===== src/rtl/viterbi_pkg.sv =====
// Shared definitions for the Viterbi decoder datapath.
//   bm_width(n_out, q) : bits needed for a branch metric summed over n_out lanes of q-bit soft data
//   SOFT_MAX(q)        : strongest '1' soft value for q-bit samples
//   soft_sample_t      : container wide enough for any supported soft sample
package viterbi_pkg;

    localparam int SOFT_W_MAX = 8;

    typedef logic [SOFT_W_MAX-1:0] soft_sample_t;

    function automatic int SOFT_MAX(input int q);
        return (1 << q) - 1;
    endfunction

    function automatic int bm_width(input int n_out, input int q);
        return $clog2(n_out * SOFT_MAX(q) + 1);
    endfunction

endpackage


===== src/rtl/bmu_soft_if.sv =====
// Symbol-in / metrics-out handshake bundle for the branch-metric unit.
//   in_valid/in_ready/in_soft/in_last[/in_erase] : symbol from the demapper
//   out_valid/out_ready/out_bm/out_best/out_last : metrics to the ACS array
//   in_erase exists only when BMU_PUNCTURE_EN is defined.
// master = demapper/ACS side, slave = branch-metric unit.
interface bmu_soft_if #(
    parameter int N_OUT = 2,
    parameter int Q     = 3
);
    import viterbi_pkg::*;

    localparam int BM_W  = bm_width(N_OUT, Q);
    localparam int N_HYP = 1 << N_OUT;

    logic                    in_valid;
    logic                    in_ready;
    logic [N_OUT*Q-1:0]      in_soft;
    logic                    in_last;
`ifdef BMU_PUNCTURE_EN
    logic [N_OUT-1:0]        in_erase;
`endif
    logic                    out_valid;
    logic                    out_ready;
    logic [N_HYP*BM_W-1:0]   out_bm;
    logic [N_OUT-1:0]        out_best;
    logic                    out_last;

`ifdef BMU_PUNCTURE_EN
    modport master (
        output in_valid, in_soft, in_last, in_erase, out_ready,
        input  in_ready, out_valid, out_bm, out_best, out_last
    );
    modport slave (
        input  in_valid, in_soft, in_last, in_erase, out_ready,
        output in_ready, out_valid, out_bm, out_best, out_last
    );
`else
    modport master (
        output in_valid, in_soft, in_last, out_ready,
        input  in_ready, out_valid, out_bm, out_best, out_last
    );
    modport slave (
        input  in_valid, in_soft, in_last, out_ready,
        output in_ready, out_valid, out_bm, out_best, out_last
    );
`endif

endinterface


===== src/rtl/bmu_lane.sv =====
// Per-lane soft distance, purely combinational.
//   s     : soft sample (0 = strong '0', SOFT_MAX = strong '1')
//   erase : punctured lane, both distances forced to 0
//   d0/d1 : distance to expected bit 0 / expected bit 1
module bmu_lane
    import viterbi_pkg::*;
#(
    parameter int Q = 3
) (
    input  logic [Q-1:0] s,
    input  logic         erase,
    output logic [Q-1:0] d0,
    output logic [Q-1:0] d1
);

    always_comb begin
        d0 = '0;
        d1 = '0;
        if (!erase) begin
            d0 = s;
            d1 = Q'(SOFT_MAX(Q)) - s;
        end
    end

endmodule


===== src/rtl/bmu_soft.sv =====
// Pipelined branch-metric unit, rate 1/N_OUT, latency 2, one symbol per cycle.
//   clk, rst : clock and asynchronous active-high reset
//   bus      : bmu_soft_if.slave (symbol in, metrics + best hypothesis out)
//   sym_cnt  : symbols accepted since reset or the last out_last handshake
// Build macro BMU_PUNCTURE_EN enables the per-lane erasure input.
module bmu_soft
    import viterbi_pkg::*;
#(
    parameter int N_OUT = 2,
    parameter int Q     = 3,
    parameter int CNT_W = 16
) (
    input  logic             clk,
    input  logic             rst,
    bmu_soft_if.slave        bus,
    output logic [CNT_W-1:0] sym_cnt
);

    localparam int BM_W  = bm_width(N_OUT, Q);
    localparam int N_HYP = 1 << N_OUT;

    logic [Q-1:0]      lane_d0 [N_OUT];
    logic [Q-1:0]      lane_d1 [N_OUT];
    logic [N_OUT-1:0]  erase;

    logic              s1_v_q, s1_v_d;
    logic              s1_last_q, s1_last_d;
    logic [Q-1:0]      d0_q [N_OUT];
    logic [Q-1:0]      d0_d [N_OUT];
    logic [Q-1:0]      d1_q [N_OUT];
    logic [Q-1:0]      d1_d [N_OUT];

    logic              s2_v_q, s2_v_d;
    logic              last_q, last_d;
    logic [BM_W-1:0]   bm_q [N_HYP];
    logic [BM_W-1:0]   bm_d [N_HYP];
    logic [N_OUT-1:0]  best_q, best_d;
    logic [CNT_W-1:0]  cnt_q, cnt_d;

    logic              s1_adv, s2_adv, in_hs, out_hs;
    logic [BM_W-1:0]   sum [N_HYP];
    logic [BM_W-1:0]   best_val;
    logic [N_OUT-1:0]  best_idx;

`ifdef BMU_PUNCTURE_EN
    assign erase = bus.in_erase;
`else
    assign erase = '0;
`endif

    for (genvar k = 0; k < N_OUT; k++) begin : g_lane
        bmu_lane #(.Q(Q)) u_lane (
            .s     (bus.in_soft[k*Q +: Q]),
            .erase (erase[k]),
            .d0    (lane_d0[k]),
            .d1    (lane_d1[k])
        );
    end

    // No skid buffer: in_ready ripples combinationally from out_ready.
    assign s2_adv = !s2_v_q || bus.out_ready;
    assign s1_adv = !s1_v_q || s2_adv;
    assign in_hs  = bus.in_valid && s1_adv;
    assign out_hs = s2_v_q && bus.out_ready;

    // Hypothesis sums from the registered lane distances; strict '<' keeps the
    // lowest index on ties.
    always_comb begin
        best_val = '0;
        best_idx = '0;
        for (int h = 0; h < N_HYP; h++) begin
            sum[h] = '0;
            for (int k = 0; k < N_OUT; k++) begin
                sum[h] = sum[h] + BM_W'(((h >> k) & 1) != 0 ? d1_q[k] : d0_q[k]);
            end
            if (h == 0 || sum[h] < best_val) begin
                best_val = sum[h];
                best_idx = N_OUT'(h);
            end
        end
    end

    always_comb begin
        s1_v_d    = s1_v_q;
        s1_last_d = s1_last_q;
        d0_d      = d0_q;
        d1_d      = d1_q;
        s2_v_d    = s2_v_q;
        last_d    = last_q;
        bm_d      = bm_q;
        best_d    = best_q;
        cnt_d     = cnt_q;

        if (s1_adv) s1_v_d = bus.in_valid;
        if (in_hs) begin
            d0_d      = lane_d0;
            d1_d      = lane_d1;
            s1_last_d = bus.in_last;
        end

        if (s2_adv) s2_v_d = s1_v_q;
        if (s2_adv && s1_v_q) begin
            bm_d   = sum;
            best_d = best_idx;
            last_d = s1_last_q;
        end

        // Frame-end clear takes priority; a symbol accepted in the same cycle
        // becomes the first of the new frame.
        if (out_hs && last_q) cnt_d = in_hs ? CNT_W'(1) : '0;
        else if (in_hs)       cnt_d = cnt_q + CNT_W'(1);
    end

    always_ff @(posedge clk or posedge rst) begin
        if (rst) begin
            s1_v_q    <= 1'b0;
            s1_last_q <= 1'b0;
            d0_q      <= '{default: '0};
            d1_q      <= '{default: '0};
            s2_v_q    <= 1'b0;
            last_q    <= 1'b0;
            bm_q      <= '{default: '0};
            best_q    <= '0;
            cnt_q     <= '0;
        end else begin
            s1_v_q    <= s1_v_d;
            s1_last_q <= s1_last_d;
            d0_q      <= d0_d;
            d1_q      <= d1_d;
            s2_v_q    <= s2_v_d;
            last_q    <= last_d;
            bm_q      <= bm_d;
            best_q    <= best_d;
            cnt_q     <= cnt_d;
        end
    end

    assign bus.in_ready  = s1_adv;
    assign bus.out_valid = s2_v_q;
    assign bus.out_best  = best_q;
    assign bus.out_last  = last_q;
    assign sym_cnt       = cnt_q;

    for (genvar h = 0; h < N_HYP; h++) begin : g_bm
        assign bus.out_bm[h*BM_W +: BM_W] = bm_q[h];
    end

endmodule

===== src/flat_wrapper.sv =====
// flat-port wrapper written by rule: the top's interface ports become plain ports
module bmu_soft_flat import viterbi_pkg::*;
#(
    parameter int N_OUT = 2,
    parameter int Q     = 3,
    parameter int CNT_W = 16
)
  (clk, rst, sym_cnt, bus_in_valid, bus_in_soft, bus_in_last, bus_out_ready, bus_in_ready, bus_out_valid, bus_out_bm, bus_out_best, bus_out_last);
  bmu_soft_if #(.N_OUT(N_OUT), .Q(Q)) bus_i ();
  input  logic clk;
  input  logic rst;
  output logic [CNT_W-1:0] sym_cnt;
  input wire logic [$bits(bus_i.in_valid)-1:0] bus_in_valid;
  input wire logic [$bits(bus_i.in_soft)-1:0] bus_in_soft;
  input wire logic [$bits(bus_i.in_last)-1:0] bus_in_last;
  input wire logic [$bits(bus_i.out_ready)-1:0] bus_out_ready;
  output wire logic [$bits(bus_i.in_ready)-1:0] bus_in_ready;
  output wire logic [$bits(bus_i.out_valid)-1:0] bus_out_valid;
  output wire logic [$bits(bus_i.out_bm)-1:0] bus_out_bm;
  output wire logic [$bits(bus_i.out_best)-1:0] bus_out_best;
  output wire logic [$bits(bus_i.out_last)-1:0] bus_out_last;
  assign bus_i.in_valid = bus_in_valid;
  assign bus_i.in_soft = bus_in_soft;
  assign bus_i.in_last = bus_in_last;
  assign bus_i.out_ready = bus_out_ready;
  assign bus_in_ready = bus_i.in_ready;
  assign bus_out_valid = bus_i.out_valid;
  assign bus_out_bm = bus_i.out_bm;
  assign bus_out_best = bus_i.out_best;
  assign bus_out_last = bus_i.out_last;
  bmu_soft #(.N_OUT(N_OUT), .Q(Q), .CNT_W(CNT_W)) u_core (.clk(clk), .rst(rst), .bus(bus_i), .sym_cnt(sym_cnt));
endmodule

===== config.mk =====
export PLATFORM = sky130hd
export DESIGN_NAME = bmu_soft_flat
export DESIGN_NICKNAME = d
export VERILOG_FILES = /design/src/rtl/viterbi_pkg.sv /design/src/rtl/bmu_soft_if.sv /design/src/rtl/bmu_lane.sv /design/src/rtl/bmu_soft.sv /design/src/flat_wrapper.sv
export SDC_FILE = /design/constraint.sdc
export NUM_CORES = 1
export LEC_CHECK = 0
export CELL_PAD_IN_SITES_DETAIL_PLACEMENT = 1
export CELL_PAD_IN_SITES_GLOBAL_PLACEMENT = 2
export CORE_ASPECT_RATIO = 2
export CORE_MARGIN = 1
export CORE_UTILIZATION = 25
export DETAILED_ROUTE_END_ITERATION = 8
export GPL_ROUTABILITY_DRIVEN = 0
export PLACE_DENSITY_LB_ADDON = 0.1
export REMOVE_ABC_BUFFERS = 1
export SETUP_SLACK_MARGIN = 0.1
export SLEW_MARGIN = 20
export SYNTH_ARGS = -nofsm -noshare
export SYNTH_HDL_FRONTEND = slang
export SYNTH_SLANG_ARGS = --single-unit

===== constraint.sdc =====
create_clock -name clk -period 5 [get_ports clk]
set_input_delay 0.5 -clock clk [delete_from_list [all_inputs] [get_ports clk]]
set_output_delay 0.5 -clock clk [all_outputs]
set_load 0.02 [all_outputs]

==> impl_metrics.json <==
{
  "status": "completed",
  "finalCoreUtilization_pct": 33.57,
  "post-synth-top-area-fraction_pct": 45.77,
  "crit_path_cell_trace": "ha_1 -> xor2_1 -> inv_1 -> ha_1 -> a21oi_1 -> maj3_2 -> mux2i_1 -> a211oi_2 -> ha_1 -> o21a_1 -> nor2_1 -> o21bai_2 -> o21ai_4 -> mux2_4 -> ha_1 -> o211a_1 -> a21o_1 -> a31o_2 -> o311ai_0",
  "syn_to_final_growth_pct": 29.47,
  "yosys.cell_count.top_type": "dfrtp_1",
  "r2r_start": "u_core.d0_q[1]",
  "die_area_mm2": 0.01138,
  "p_leak_nw": 1.591,
  "syn_area_per_cell_um2": 10.89,
  "crit_top_cell": "ha_1",
  "clockRootBuffer": "clkbuf_16",
  "met1_length_um": 2515,
  "antenna_cells": 0,
  "hold_viol": 0,
  "cts_tree": "built",
  "rr_endpoint": "u_core.bus.out_best[1]",
  "post-route-min-period_ns": 4.539,
  "path_max_fanout": 4,
  "maxSlewHeadroom_pct": 52.44,
  "arrival_ns": 4.72,
  "max_freq_ghz": 0.2203,
  "hp-class": "reg2reg",
  "max_stage_delay_ns": 0.43,
  "ir_drop_mv": 0.2019,
  "grt_use_total_pct": 13.90,
  "ys_top_cells_by_area": "dfrtp_1, ha_1, mux2_2, nand2_1, xor2_1",
  "ios": 48,
  "die_x_um": 75.95,
  "endpoint_kind": "flip-flop",
  "dr_wl_met3_um": 166,
  "cp.required_ns": 5.18,
  "cts_resized": 0,
  "ys_top_cells_by_count": "dfrtp_1, ha_1, nand2_1",
  "nets": 341,
  "core_mm2": 0.01054,
  "antenna_found_initial": 0,
  "drive_gt1_share_pct": 13.49,
  "cts_hold_buf": 0,
  "highest_layer": "met4",
  "setup_viol": 0,
  "syn_inst": 251,
  "cpMaxStageDelayCell": "dfrtp_1",
  "wl_per_cell_um": 16.65,
  "path_class": "reg2reg",
  "ys.flop_type": "dfrtp_1",
  "drtPass1Iterations": 4,
  "finalPower_mw": 1.779,
  "vias": 2007,
  "place_area_mm2": 0.003383,
  "ys_seq_area_share_pct": 45.77,
  "ant_nets": 0,
  "synth.distinct_cells": 38,
  "ys_seq_elements": 50,
  "clkSinkCount": 50,
  "grt_pass1_wl_um": 11820,
  "totalWireLength_um": 7341,
  "portBuffers": 47,
  "worstRegToRegCells": 19,
  "finalCritPeriodShare_pct": 90.78,
  "grt_start_max_net_pins": 51,
  "synth_area_mm2": 0.002734,
  "stdcell_count": 441,
  "path_buf_inv": 1,
  "rsz0062_at_grt": "false",
  "dp.cells": 433,
  "h-tree-depth": 2,
  "drc": 0,
  "hpwl_um": 5676,
  "maxCapViolCount": 0,
  "yosysWarnings": 0,
  "start_util_pct": 25.93,
  "design_area_mm2": 0.003540,
  "grt_pass1_vias": 2243,
  "synth-edff-count": 0,
  "yosysTopAreaCell": "dfrtp_1",
  "crit_cells": 19,
  "dr_wl_met2_um": 4531,
  "fill_cells": 1187,
  "fin_setup_tns_ns": 0,
  "die_y_um": 149.9,
  "crit_path_start": "u_core.d0_q[1]",
  "num_rows": 53,
  "rrSetupSlack_ns": 0.46,
  "clock_latency_ns": 0.29,
  "grt_overflow": 0,
  "post-cts-setup-buffers": 0,
  "critPathTopFamily": "adder cells",
  "drt_iter0_drc": 38,
  "vias_per_cell": 4.551,
  "power_density_mw_per_mm2": 502.5,
  "clock_path_buffers": 2,
  "crit_path_start_kind": "flip-flop",
  "finalMaxSlewViolations": 0,
  "synthArstFlopShare_pct": 100.0,
  "tightest_slew_ns": 0.7116,
  "clk_pin_slew_ns": 0.07,
  "crit_end": "u_core.bus.out_best[1]",
  "finalClockSkew_ns": 0.007071,
  "cts_buffers": 5
}
sequential cells by signal (all words and copies together) (netlist names):
signal	flops
u_core.d0_q	6
u_core.bus.out_best	2
u_core.sym_cnt	16
u_core.d1_q	6
u_core.bus.out_valid	1
u_core.bus.out_bm	16
u_core.s1_v_q	1
u_core.bus.out_last	1
u_core.s1_last_q	1
logic make-up (layout without fill, tap and decap cells):
group | count (synthesis) | count (layout) | share of synthesized area, %
XOR/XNOR | 18 | 18 | 5.767
AND/OR/NAND/NOR | 73 | 73 | 12.49
adder cells (fa/ha/maj) | 28 | 28 | 13.59
AO/OA/AOI/OAI | 40 | 40 | 9.657
buffers and inverters | 17 | 70 | 2.334
flip-flops | 50 | 50 | 45.77
multiplexers | 25 | 25 | 10.39
layout make-up:
cell class              count  area [um2]  area share [%]
multi-input cells         184        1428           40.33
flip-flops and latches     50        1251           35.35
repair buffers             51       500.5           14.14
well taps                 137       171.4           4.843
clock buffers               7       142.6           4.030
inverters                  11       41.29           1.166
clock inverters             1       5.005          0.1414
how the worst min path moves through the flow:
stage                              start              endpoint  depth (start not counted)
global placement    u_core.bus.out_bm[4]  u_core.bus.out_bm[4]                          2
global route            u_core.s1_last_q      u_core.s1_last_q                          1
detailed placement  u_core.bus.out_bm[4]  u_core.bus.out_bm[4]                          2
CTS                 u_core.bus.out_bm[4]  u_core.bus.out_bm[4]                          2
finish              u_core.bus.out_bm[4]  u_core.bus.out_bm[4]                          2
floorplan                  u_core.s1_v_q  u_core.bus.out_valid                          1
metal layers:
metal	GRT usage (%)	vias to the layer above
met1	13.07	1008
met3	1.951	6
met4	5.481	0
li1	-	964
met2	29.18	29
met5	0	-
worst reg2reg max path: cells and delay by family (launching register included):
| family | cells | cell delay, ns |
|---|---|---|
| and+or+nand+nor | 1 | 0.12 |
| xor gates and xnor gates | 1 | 0.35 |
| muxes | 2 | 0.45 |
| DFF | 1 | 0.43 |
| buffers and inverters | 1 | 0.10 |
| AOI/OAI and AO/OA | 9 | 1.40 |
| adders and majority gates | 5 | 1.57 |
cell usage in the layout (no fill, tap or decap), types with 2 or more instances in the layout:
cell type        netlist  routed
ha_1                  24      24
buf_4                  0       4
inv_1                 11      10
a21oi_1                7       7
nand2b_1               5       5
mux2_2                19      19
a21o_1                 7       7
xor2_1                10      10
nor3_1                 4       4
mux2_4                 2       2
nand4_1                3       3
o21ai_0               15      15
nor2_1                20      20
nor2b_1                2       2
fa_1                   3       3
mux2i_1                4       4
nand3_1                5       5
and3_1                 3       3
nand2_1               24      24
dfrtp_1               50      50
clkdlybuf4s50_1        0      47
or3_1                  3       3
xnor2_1                8       8
clkbuf_16              0       5
report_power, final:
| group | leakage, nW | total, mW | internal (mW) | switching [mW] |
|---|---|---|---|---|
| combinational | 0.893 | 0.864 | 0.422 | 0.442 |
| clock | 0.0739 | 0.354 | 0.199 | 0.155 |
| sequential | 0.624 | 0.561 | 0.496 | 0.0652 |
stage by stage:
stage                     worst slack, ns  hold slack [ns]
after floorplan                    0.7445           0.4572
after global placement             0.3627           0.4634
after detailed placement           0.2454           0.4690
after CTS                          0.2362           0.4846
after global routing               0.1421           0.5226
final                              0.4608           0.4773
Note: power is estimated with default switching activity, not from simulation.
